**src/rtl/fetch_pkg.sv**
```systemverilog
// -----------------------------------------------------------------------------
// fetch_pkg
// Shared definitions for the fetch sequencer of the 8-bit core:
//   - default PC / instruction word widths
//   - fetch_state_t, the sequencer FSM state encoding
// -----------------------------------------------------------------------------
package fetch_pkg;

  localparam int ADDR_W_DEF  = 8;
  localparam int INSTR_W_DEF = 9;

  typedef enum logic [2:0] {
    S_IDLE    = 3'd0,
    S_FETCH   = 3'd1,
    S_WAIT    = 3'd2,
    S_ISSUE   = 3'd3,
    S_RESOLVE = 3'd4,
    S_HALTED  = 3'd5
  } fetch_state_t;

endpackage

```
**src/rtl/fetch_perf_cnt.sv**
```systemverilog
// -----------------------------------------------------------------------------
// fetch_perf_cnt
// Two 16-bit saturating event counters for the fetch sequencer.
// Only instantiated when FETCH_PERF_CNT_EN is defined.
// Ports:
//   clk_i          clock, rising edge
//   rst_ni         asynchronous active-low reset, clears both counters
//   instr_inc_i    count one issued instruction this cycle
//   stall_inc_i    count one stall (WAIT/RESOLVE) cycle
//   perf_instr_o   issued-instruction count, saturates at 16'hFFFF
//   perf_stall_o   stall-cycle count, saturates at 16'hFFFF
// -----------------------------------------------------------------------------
module fetch_perf_cnt (
  input  logic        clk_i,
  input  logic        rst_ni,
  input  logic        instr_inc_i,
  input  logic        stall_inc_i,
  output logic [15:0] perf_instr_o,
  output logic [15:0] perf_stall_o
);

  logic [15:0] cnt_instr_q, cnt_instr_d;
  logic [15:0] cnt_stall_q, cnt_stall_d;

  function automatic logic [15:0] sat_inc(input logic [15:0] v, input logic en);
    if (en && (v != 16'hFFFF)) return v + 16'd1;
    return v;
  endfunction

  assign cnt_instr_d = sat_inc(cnt_instr_q, instr_inc_i);
  assign cnt_stall_d = sat_inc(cnt_stall_q, stall_inc_i);

  always_ff @(posedge clk_i or negedge rst_ni) begin
    if (!rst_ni) begin
      cnt_instr_q <= 16'h0000;
      cnt_stall_q <= 16'h0000;
    end else begin
      cnt_instr_q <= cnt_instr_d;
      cnt_stall_q <= cnt_stall_d;
    end
  end

  assign perf_instr_o = cnt_instr_q;
  assign perf_stall_o = cnt_stall_q;

endmodule

```
**src/rtl/fetch_sequencer.sv**
```systemverilog
// -----------------------------------------------------------------------------
// fetch_sequencer
// Control FSM sequencing PC update and instruction fetch for the 8-bit core.
// Issues one imem read per instruction, buffers the returned word, hands it
// to decode with valid/ready, then commands the PC register (inc / take /
// hold) once decode and branch resolution allow.
//
// Optional feature macro: FETCH_PERF_CNT_EN adds perf_instr_o / perf_stall_o.
//
// Ports:
//   clk_i, rst_ni            clock (rising edge), async active-low reset
//   start_i                  begin/resume fetching (IDLE and HALTED only)
//   pc_i                     current PC from the PC register
//   imem_req_o, imem_addr_o  one-cycle read strobe and address
//   imem_rdata_i/_rvalid_i   read return
//   instr_o, instr_valid_o   buffered instruction to decode
//   instr_ready_i            decode accepts instr
//   is_branch_i, is_halt_i   decode classification of presented instr
//   br_resolved_i/_taken_i   branch outcome
//   pc_inc_o, pc_take_o      one-cycle PC commands (Mealy)
//   halted_o                 core halted
//   perf_instr_o/_stall_o    (FETCH_PERF_CNT_EN only) event counters
// -----------------------------------------------------------------------------
module fetch_sequencer
  import fetch_pkg::*;
#(
  parameter int ADDR_W  = ADDR_W_DEF,
  parameter int INSTR_W = INSTR_W_DEF
) (
  input  logic               clk_i,
  input  logic               rst_ni,
  input  logic               start_i,
  input  logic [ADDR_W-1:0]  pc_i,
  output logic               imem_req_o,
  output logic [ADDR_W-1:0]  imem_addr_o,
  input  logic [INSTR_W-1:0] imem_rdata_i,
  input  logic               imem_rvalid_i,
  output logic [INSTR_W-1:0] instr_o,
  output logic               instr_valid_o,
  input  logic               instr_ready_i,
  input  logic               is_branch_i,
  input  logic               is_halt_i,
  input  logic               br_resolved_i,
  input  logic               br_taken_i,
  output logic               pc_inc_o,
  output logic               pc_take_o,
`ifdef FETCH_PERF_CNT_EN
  output logic [15:0]        perf_instr_o,
  output logic [15:0]        perf_stall_o,
`endif
  output logic               halted_o
);

  fetch_state_t        state_q, state_d;
  logic [INSTR_W-1:0]  instr_q, instr_d;
  logic                req_q, valid_q, halted_q;
  logic                pc_inc, pc_take;

  // Next state, instruction capture and Mealy PC commands.
  always_comb begin
    state_d = state_q;
    instr_d = instr_q;
    pc_inc  = 1'b0;
    pc_take = 1'b0;
    unique case (state_q)
      S_IDLE:    if (start_i) state_d = S_FETCH;
      S_FETCH:   state_d = S_WAIT;
      S_WAIT: begin
        if (imem_rvalid_i) begin
          instr_d = imem_rdata_i;
          state_d = S_ISSUE;
        end
      end
      S_ISSUE: begin
        if (instr_ready_i) begin
          // Halt wins over branch; a halt leaves the PC on the halt word.
          if (is_halt_i)        state_d = S_HALTED;
          else if (is_branch_i) state_d = S_RESOLVE;
          else begin
            pc_inc  = 1'b1;
            state_d = S_FETCH;
          end
        end
      end
      S_RESOLVE: begin
        if (br_resolved_i) begin
          pc_take = br_taken_i;
          pc_inc  = ~br_taken_i;
          state_d = S_FETCH;
        end
      end
      S_HALTED: begin
        // Resuming steps past the halt instruction.
        if (start_i) begin
          pc_inc  = 1'b1;
          state_d = S_FETCH;
        end
      end
      default:   state_d = S_IDLE;
    endcase
  end

  // Moore outputs are registered from the next state so they line up with it.
  always_ff @(posedge clk_i or negedge rst_ni) begin
    if (!rst_ni) begin
      state_q  <= S_IDLE;
      instr_q  <= '0;
      req_q    <= 1'b0;
      valid_q  <= 1'b0;
      halted_q <= 1'b0;
    end else begin
      state_q  <= state_d;
      instr_q  <= instr_d;
      req_q    <= (state_d == S_FETCH);
      valid_q  <= (state_d == S_ISSUE);
      halted_q <= (state_d == S_HALTED);
    end
  end

  // The PC register updates on the edge entering FETCH, so the address is
  // taken live from pc_i rather than registered.
  assign imem_req_o    = req_q;
  assign imem_addr_o   = req_q ? pc_i : '0;
  assign instr_o       = instr_q;
  assign instr_valid_o = valid_q;
  assign halted_o      = halted_q;
  assign pc_inc_o      = pc_inc;
  assign pc_take_o     = pc_take;

`ifdef FETCH_PERF_CNT_EN
  fetch_perf_cnt u_perf (
    .clk_i        (clk_i),
    .rst_ni       (rst_ni),
    .instr_inc_i  ((state_q == S_ISSUE) && instr_ready_i),
    .stall_inc_i  ((state_q == S_WAIT) || (state_q == S_RESOLVE)),
    .perf_instr_o (perf_instr_o),
    .perf_stall_o (perf_stall_o)
  );
`endif

endmodule
```
**config.mk**
```make
export PLATFORM = sky130hd
export DESIGN_NAME = fetch_sequencer
export DESIGN_NICKNAME = d
export VERILOG_FILES = /design/src/rtl/fetch_pkg.sv /design/src/rtl/fetch_perf_cnt.sv /design/src/rtl/fetch_sequencer.sv
export SDC_FILE = /design/constraint.sdc
export NUM_CORES = 1
export LEC_CHECK = 0
export CORE_AREA = 2 2 49 51
export CTS_BUF_LIST = sky130_fd_sc_hd__clkbuf_2
export DETAILED_ROUTE_END_ITERATION = 7
export DIE_AREA = 0 0 51 53
export GPL_ROUTABILITY_DRIVEN = 0
export HOLD_SLACK_MARGIN = 0.12
export PLACE_DENSITY = 0.86
export SYNTH_ARGS = -nofsm -noshare
export SYNTH_HDL_FRONTEND = slang
export SYNTH_SLANG_ARGS = --single-unit
```
**constraint.sdc**
```tcl
create_clock -name clk_i -period 1.9 [get_ports clk_i]
set_input_delay 0.19 -clock clk_i [delete_from_list [all_inputs] [get_ports clk_i]]
set_output_delay 0.19 -clock clk_i [all_outputs]
set_load 0.02 [all_outputs]
```
==> results.yml <==
cts:
  clock_latency_ns: 0.26
  path_clk_slew_ns: 0.13
  tritoncts: "built"
  cts_buffer_depth: 2
  ctsHoldBuffers: 0
  cts_buffers: 3
  root_buffer: "clkbuf_2"
  h-tree-depth: 1
  clock_sinks: 15
routing:
  wl_per_cell_um: 12.7
  vias: 660
  detail-route-antenna-nets: 0
  dr.pass1.iters: 2
  vias_per_cell: 4.78
  drt_wl_total_mm: 1.76
  drtIter0Drc: 4
  drcViolationCount: 0
cells_and_area:
  fin_area_um2: 1270
  final_cell_mix: "45 x clkdlybuf4s50_1, 14 x dfrtp_1, 10 x mux2_2"
  drive_gt1_share_pct: 20.9
  fillers: 174
  area_delta_synth_final_pct: 69.8
  layout_commonest_cell: "clkdlybuf4s50_1"
  insertedDiodeCount: 0
  final_core_util_pct: 59.3
  nNetsFinal: 137
placed_design:
  dp_hpwl_mm: 1.44
  dpl-instance-area_um2: 1260
  numPortBuffers: 47
yosys:
  synth.avg_cell_area_um2: 12.9
  synth_seq_cells: 15
  synth-warning-count: 0
  postSynthCellCount: 58
  syn_nets: 84
  yosysUniqueCellTypes: 23
  syn-cell-area_um2: 751
  ys_seq_area_share_pct: 50.0
critical_path:
  crit_required_ns: 1.71
  start_kind: "register"
  arrival_ns: 1.52
  crit_type: "reg2out"
  crit_path_end_kind: "output pin"
  critPathMaxFanout: 10
power_and_ir_drop:
  cellLeakagePower_nw: 0.527
  peakVddDrop_uv: 673
  powerDensity_nw_per_um2: 1300
global_route:
  grt_max_degree: 16
  grt_pass1_wl_mm: 2.88
  first_global_vias: 649
  grt_usage_pct: 14.3
  grt_overflow_total: 0
  antenna_found_initial: 0
run_status:
  status: "finished, final reports clean"
min_path:
  worstHoldPathType: "in2async"
sta:
  max-slew-margin-rel_pct: 58.1
  finalHoldViolCount: 0
  skew_ns: 0.00154
  slew_violations: 0
  setup_viol: 0
  fmax_ghz: 0.585
  fin_crit_sh_pct: 89.9
  min_period_ns: 1.71
  rsz0062_at_grt: "false"
  tightest_slew_ns: 0.627
floorplan:
  pin_count: 48
  initial_core_util_pct: 34.9
  die_h_um: 53
  die_area_um2: 2700
  core_area_um2: 2150
  num_rows: 17
  chipWidth_um: 51
flow_run:
  drv_cap: 0
synth_stat cells:
cell / number / area [um^2]
o21ai_0: 1 / 5.00
and2_1: 9 / 56.3
dfrtp_1: 15 / 375
buf_6: 2 / 22.5
a21o_1: 1 / 7.51
or3b_1: 1 / 8.76
and4bb_1: 1 / 12.5
inv_1: 1 / 3.75
a211oi_4: 1 / 20.0
nand2_1: 2 / 7.51
nand3b_1: 2 / 15.0
o211a_1: 1 / 10.0
a21boi_1: 2 / 15.0
and4bb_2: 1 / 12.5
o32ai_2: 1 / 16.3
a211oi_2: 1 / 12.5
mux2_2: 10 / 113
nand2b_1: 1 / 6.26
and3b_2: 1 / 10.0
nand3_1: 1 / 5.00
nor3b_1: 1 / 7.51
a21oi_1: 1 / 5.00
nor2_1: 1 / 3.75
flip-flops by register name (all words and copies together), names as in the netlist:
| signal | cells |
|---|---|
| halted_o | 1 |
| imem_req_o | 1 |
| instr_o | 9 |
| instr_valid_o | 1 |
| state_q | 3 |
layout make-up:
type / count / area, um^2 / area share [%]
timing repair buffer: 50 / 490 / 38.5
multi-input combinational: 40 / 349 / 27.4
sequential: 15 / 377 / 29.5
tap: 28 / 35.0 / 2.75
clock buffer: 4 / 20.0 / 1.57
inverter: 1 / 3.75 / 0.294
timing repair:
action                     CTS  global route
setup endpoints to repair    2             0
setup buffers                0             0
gates resized for setup      3             0
cell families (layout without fill, tap and decap cells):
family	count (synthesis)	in the layout	share of synthesized area, %
and+or+nand+nor	21	21	19.3
buffers and inverters	3	55	3.50
AOI/OAI and AO/OA	9	9	12.2
muxes	10	10	15.0
DFF	15	15	50.0
through the flow:
| stage | power, mW | hold slack (ns) | setup TNS [ns] | instances | setup slack, ns |
|---|---|---|---|---|---|
| 6_report | 1.66 | 0.298 | 0 | 138 | 0.191 |
| 3_3_place_gp | 1.50 | 0.488 | 0 | 134 | 0.0217 |
| 4_1_cts | 1.68 | 0.311 | 0 | 138 | 0.172 |
| 3_5_place_dp | 1.53 | 0.495 | -0.0274 | 134 | -0.0274 |
| 2_1_floorplan | 1.13 | -0.106 | 0 | 58 | 0.523 |
| 5_1_grt | 1.77 | 0.322 | 0 | 138 | 0.00240 |
layer usage:
metal / wire length (um) / global-route usage (%)
met1: 725 / 16.0
met2: 814 / 24.5
met3: 205 / 6.50
met4: 10 / 4.05
met5: 0 / 0
critical path, stage by stage, from the launching register on:
cell,delay (ns)
dfrtp_2,0.49
and4bb_2,0.32
and2_1,0.12
dlygate4sd2_1,0.33
worst paths after layout:
check / start / end / slack, ns / depth (start not counted)
min in group clk_i: instr_o[3] / instr_o[3] / 0.52 / 1
min reg2reg: instr_o[3] / instr_o[3] / 0.52 / 1
max: state_q[0] / pc_take_o / 0.19 / 3
max reg2reg: state_q[0] / instr_o[4] / 0.48 / 3
max in group asynchronous: rst_ni / state_q[0] / 1.17 / 1
min: rst_ni / instr_valid_o / 0.30 / 1
where the power goes:
| group | internal, mW | leakage [nW] | switching (mW) |
|---|---|---|---|
| clock network | 0.0559 | 0.0166 | 0.0917 |
| logic | 0.525 | 0.328 | 0.405 |
| registers | 0.467 | 0.182 | 0.117 |
| total | 1.05 | 0.527 | 0.614 |
(Power assumes the default switching activity.)
